<file path="src/rtl/dcache_wt.sv">
// Direct-mapped, write-through, no-write-allocate data cache with one-word lines.
// Sits behind the MEM stage and in front of a req/ack data RAM.
// Optional hit/miss statistics counters are enabled with `define DCACHE_STAT_EN.
module dcache_wt #(
  parameter int unsigned IDX_BITS  = 4,
  parameter int unsigned ADDR_BITS = 32
) (
  input  logic                 clk,
  input  logic                 rst,
  input  logic                 mem_ren,
  input  logic                 mem_wen,
  input  logic [ADDR_BITS-1:0] mem_addr,
  input  logic [31:0]          mem_dout,
  output logic [31:0]          mem_din,
  output logic                 mem_stall,
  output logic                 ram_req,
  output logic                 ram_we,
  output logic [ADDR_BITS-1:0] ram_addr,
  output logic [31:0]          ram_wdata,
  input  logic [31:0]          ram_rdata,
  input  logic                 ram_ack
`ifdef DCACHE_STAT_EN
  ,
  output logic [31:0]          stat_hit,
  output logic [31:0]          stat_miss
`endif
);

  localparam int unsigned LINES    = 1 << IDX_BITS;
  localparam int unsigned TAG_BITS = ADDR_BITS - IDX_BITS - 2;

  typedef enum logic [1:0] {
    S_IDLE = 2'd0,
    S_RD   = 2'd1,
    S_WR   = 2'd2
  } state_t;

  state_t                state;
  logic [LINES-1:0]      valid_q;
  logic [TAG_BITS-1:0]   tag_q  [LINES];
  logic [31:0]           data_q [LINES];

  logic [IDX_BITS-1:0]   req_idx;
  logic [TAG_BITS-1:0]   req_tag;
  logic                  hit;
  logic [IDX_BITS-1:0]   lat_idx;
  logic [TAG_BITS-1:0]   lat_tag;
  logic                  lat_hit;
  logic                  unused_byte_bits;

  // Lookup of the live pipeline address and of the address latched for the RAM
  assign req_idx = mem_addr[IDX_BITS+1:2];
  assign req_tag = mem_addr[ADDR_BITS-1:IDX_BITS+2];
  assign hit     = valid_q[req_idx] && (tag_q[req_idx] == req_tag);
  assign lat_idx = ram_addr[IDX_BITS+1:2];
  assign lat_tag = ram_addr[ADDR_BITS-1:IDX_BITS+2];
  assign lat_hit = valid_q[lat_idx] && (tag_q[lat_idx] == lat_tag);
  assign unused_byte_bits = ^mem_addr[1:0];

  // Pipeline-facing response: hit data and stall are combinational
  always_comb begin
    mem_din   = '0;
    mem_stall = 1'b0;
    case (state)
      S_IDLE: begin
        if (mem_wen) begin
          mem_stall = 1'b1;
        end else if (mem_ren) begin
          if (hit) mem_din = data_q[req_idx];
          else     mem_stall = 1'b1;
        end
      end
      S_RD: begin
        mem_stall = !ram_ack;
        if (ram_ack) mem_din = ram_rdata;
      end
      S_WR: begin
        mem_stall = !ram_ack;
      end
      default: begin
        mem_stall = 1'b0;
      end
    endcase
  end

  // Control FSM with registered RAM interface and valid bits
  always_ff @(posedge clk) begin
    if (rst) begin
      state     <= S_IDLE;
      ram_req   <= 1'b0;
      ram_we    <= 1'b0;
      ram_addr  <= '0;
      ram_wdata <= '0;
      valid_q   <= '0;
    end else begin
      case (state)
        S_IDLE: begin
          if (mem_wen) begin
            state     <= S_WR;
            ram_req   <= 1'b1;
            ram_we    <= 1'b1;
            ram_addr  <= {mem_addr[ADDR_BITS-1:2], 2'b00};
            ram_wdata <= mem_dout;
          end else if (mem_ren && !hit) begin
            state    <= S_RD;
            ram_req  <= 1'b1;
            ram_we   <= 1'b0;
            ram_addr <= {mem_addr[ADDR_BITS-1:2], 2'b00};
          end
        end
        S_RD: begin
          if (ram_ack) begin
            state            <= S_IDLE;
            ram_req          <= 1'b0;
            valid_q[lat_idx] <= 1'b1;
          end
        end
        S_WR: begin
          if (ram_ack) begin
            state   <= S_IDLE;
            ram_req <= 1'b0;
            ram_we  <= 1'b0;
          end
        end
        default: begin
          state   <= S_IDLE;
          ram_req <= 1'b0;
          ram_we  <= 1'b0;
        end
      endcase
    end
  end

  // Tag/data arrays: fill on read completion, update on a store that hits
  always_ff @(posedge clk) begin
    if (!rst && ram_ack) begin
      if (state == S_RD) begin
        tag_q[lat_idx]  <= lat_tag;
        data_q[lat_idx] <= ram_rdata;
      end else if (state == S_WR && lat_hit) begin
        data_q[lat_idx] <= ram_wdata;
      end
    end
  end

`ifdef DCACHE_STAT_EN
  // Completed read hits and read fills
  always_ff @(posedge clk) begin
    if (rst) begin
      stat_hit  <= '0;
      stat_miss <= '0;
    end else begin
      if (state == S_IDLE && mem_ren && !mem_wen && hit) stat_hit <= stat_hit + 32'd1;
      if (state == S_RD && ram_ack)                      stat_miss <= stat_miss + 32'd1;
    end
  end
`endif

endmodule

</file>
<file path="config.mk">
export PLATFORM = sky130hd
export DESIGN_NAME = dcache_wt
export DESIGN_NICKNAME = d
export VERILOG_FILES = /design/src/rtl/dcache_wt.sv
export SDC_FILE = /design/constraint.sdc
export NUM_CORES = 1
export LEC_CHECK = 0
export ABC_CLOCK_PERIOD_IN_PS = 7970
export CORE_ASPECT_RATIO = 0.9
export CORE_MARGIN = 4
export CORE_UTILIZATION = 28
export DETAILED_ROUTE_END_ITERATION = 16
export PLACE_DENSITY = 0.52
export REMOVE_ABC_BUFFERS = 1
export SKIP_CTS_REPAIR_TIMING = 1
export SYNTH_ARGS = -nofsm -noshare
export SYNTH_HDL_FRONTEND = slang
export SYNTH_SLANG_ARGS = --single-unit
export TNS_END_PERCENT = 100
</file>
<file path="constraint.sdc">
create_clock -name clk -period 7.97 [get_ports clk]
set_clock_uncertainty 0.05 [all_clocks]
set_input_delay 1.1955 -clock clk [delete_from_list [all_inputs] [get_ports clk]]
set_output_delay 1.1955 -clock clk [all_outputs]
set_load 0.02 [all_outputs]
</file>
==> results.tsv <==
metric	value	unit
Distinct cells, synth	60	
crit path max fanout	66	
Yosys top cell by area	edfxtp_1	
latest clock arrival within the worst-skew pair	0.73	ns
top cell type's share of synthesized area	64.1	%
Longest Clk Path Bufs	3	
vias in the first global route	24093	
status	finished, final reports clean	
fin crit share	88.6	%
sum of negative setup slack	0	ns
Setup WS pre-CTS	0.789	ns
endpoint class of the critical path	output port	
RSZ-0062 raised after global routing	no	
crit path to	mem_din[29]	
wire per inst	26.7	microns
async set-reset flop share out of synthesis	0	%
Worst EP arrival	5.82	ns
CTS Buf Count	108	
core box area	0.153	sq mm
initial core utilization	28.3	%
Seq cells post-synth	1014	
Final WS setup	0.907	ns
CP required	6.72	ns
share of layout cells above drive strength 1	28.5	%
Crit Reg-Reg Endpoint	data_q[14][4]$_DFFE_PP_	
Crit. Startpoint	mem_addr[3]	
most common cell after layout, fill and taps aside	edfxtp_1	
# DRC	0	
final-report setup violation count	0	
Max Fclk	142	MHz
initial antenna violation count	5	
worst hold path class	reg -> reg	
Worst-Margin Slew	1.13	ns
Post-Syn Area per Cell	19.9	sq um
Root Driver	clkbuf_16	
YS warnings	0	
Final Hold Viols	0	
Overflow after GRT	0	
Met1 Wirelength	50300	microns
Mapped Area	0.0435	sq mm
CTS H-tree lvls	3	
met3 routed WL	7260	microns
die width	423	microns
first-pass GRT wire length	175000	microns
Syn-to-layout area delta	18.5	%
I/O Buffers	195	
DRT iter0 DRCs	2010	
worst-case reg-to-reg path depth	10	
worst hold path startpoint	ram_wdata[12]$_SDFFE_PP0P_	
fin util	33.6	%
final WL	122000	microns
WS Path Type	in -> out	
largest net degree at the start of global routing	129	
post-DP HPWL	67800	microns
DR top layer	met5	
max capacitance violation total	0	
startpoint types	primary input	
Post-synth EDFFs	928	
Cells after Synth	2187	
Final nets	2525	
antenna-violating nets left	0	
met2 routed WL	61500	microns
Seq/Total Area, Yosys	68.1	%
I/O pin cnt	200	
CTS Sinks	1014	
commonest non-fill, non-tap cells in the layout	edfxtp_1, mux4_2, clkdlybuf4s50_1	
PwrDens	231	mW/mm^2
Pre-Repair DR Iteration Count	5	
Slew Limit Fails	0	
R2R Setup Slk	1.90	ns
Placer Congestion	0.741	
vias per inst	4.97	
row cnt	136	
CTS tree	built	
minimum clock period	7.06	ns
Slew HR	24.6	%
DIE HEIGHT	382	microns
fillers	14513	
area of the die	0.162	sq mm
Clock Pin Slew Worst Setup and Hold Paths	0.05	ns
gr usage total	14.9	%
peak supply drop	0.000175	V
Area contributors post-synth	edfxtp_1, mux4_2, dfxtp_1, mux2i_1, nand2_1	
LEAKAGE	16.4	nW
Main synth FF type	edfxtp_1	
Power Total	11.9	mW
total number of vias	22781	
==> synth_stat cells, types with 4 or more instances <==
master,instances
nor3b_1,4
a21oi_1,35
nor3_2,8
nor2_1,24
inv_1,39
buf_4,8
mux4_2,396
nand2b_1,5
buf_2,35
nor4_1,5
a21o_1,17
buf_1,15
o21ai_0,8
nor4_2,4
clkbuf_1,67
mux2_2,8
buf_6,18
nand2_1,171
nor2b_1,9
a2111oi_0,4
nor3_1,10
nand3_1,13
o21ai_1,31
nand4_1,10
dfxtp_1,86
edfxtp_1,928
or3_1,5
ha_1,4
a31oi_1,5
o22ai_1,4
mux2i_1,76
mux2_4,30
xor2_1,24
xnor2_1,38
==> critical path: stages <==
cell and delay (ns):
buf_6 0.60, buf_4 0.60, mux4_2 0.57, mux2i_1 0.20, xnor2_1 0.14, nor3_1 0.15
a31oi_1 0.11, nor4_2 0.44, buf_4 0.24, nand4_1 0.12, buf_4 0.27, buf_4 0.25
o21ai_1 0.13, clkdlybuf4s50_1 0.63
==> per-layer routing <==
| layer | track usage (%) | vias to the layer above |
|---|---|---|
| met4 | 4.22 | 2 |
| met3 | 2.79 | 183 |
| li1 | - | 9526 |
| met1 | 19.3 | 12264 |
| met2 | 25.5 | 806 |
| met5 | 0 | - |
==> flip-flops by register name (all words and copies together), names as in the netlist, named ones only <==
signal / flops
ram_req: 1
ram_addr: 30
state: 2
valid_q: 16
ram_wdata: 32
data_q: 512
ram_we: 1
tag_q: 416
==> report_power, final <==
part	switching [mW]	internal, mW
clock network	2.13	2.61
registers	0.148	5.90
logic	0.593	0.529
==> through the flow <==
| step | instance area, sq um | std cells | hold slack, ns |
|---|---|---|---|
| 2_1_floorplan | 42700 | 2045 | 0.388 |
| 3_3_place_gp | 48200 | 4380 | 0.401 |
| 3_5_place_dp | 48200 | 4380 | 0.409 |
| 4_1_cts | 51500 | 4582 | 0.422 |
| 5_1_grt | 51500 | 4583 | 0.443 |
| 6_report | 51500 | 4584 | 0.423 |
==> cell families (layout without fill, tap and decap cells) <==
family	count (synthesis)	count (layout)	share of synthesized area [%]
adder cells (fa/ha/maj)	4	4	0.115
other	1	4	0.00863
buffers and inverters	183	507	2.06
XOR/XNOR	62	62	1.25
flip-flops	1014	1014	68.1
AO/OA/AOI/OAI	127	127	1.84
AND/OR/NAND/NOR	286	286	3.13
multiplexers	510	510	23.5
==> worst min-delay path by stage <==
stage	end	slack, ns	cells after the start
3_5_place_dp	valid_q[2]$_SDFFE_PP0P_	0.41	1
3_3_place_gp	valid_q[8]$_SDFFE_PP0P_	0.40	1
5_1_grt	valid_q[10]$_SDFFE_PP0P_	0.44	1
6_report	ram_wdata[12]$_SDFFE_PP0P_	0.42	2
4_1_cts	valid_q[2]$_SDFFE_PP0P_	0.42	1
2_1_floorplan	valid_q[10]$_SDFFE_PP0P_	0.39	1
==> area by class of cell <==
| class | count | area, sq um | area share [%] |
|---|---|---|---|
| flip-flops and latches | 1014 | 29600 | 57.5 |
| diodes | 2 | 5.00 | 0.00972 |
| clock buffers | 141 | 2900 | 5.62 |
| clock inverters | 61 | 433 | 0.841 |
| multi-input cells | 991 | 13200 | 25.7 |
| well taps | 2070 | 2590 | 5.03 |
| repair buffers | 265 | 2600 | 5.04 |
| inverters | 40 | 154 | 0.299 |
Power figures use the tool's default switching activity.
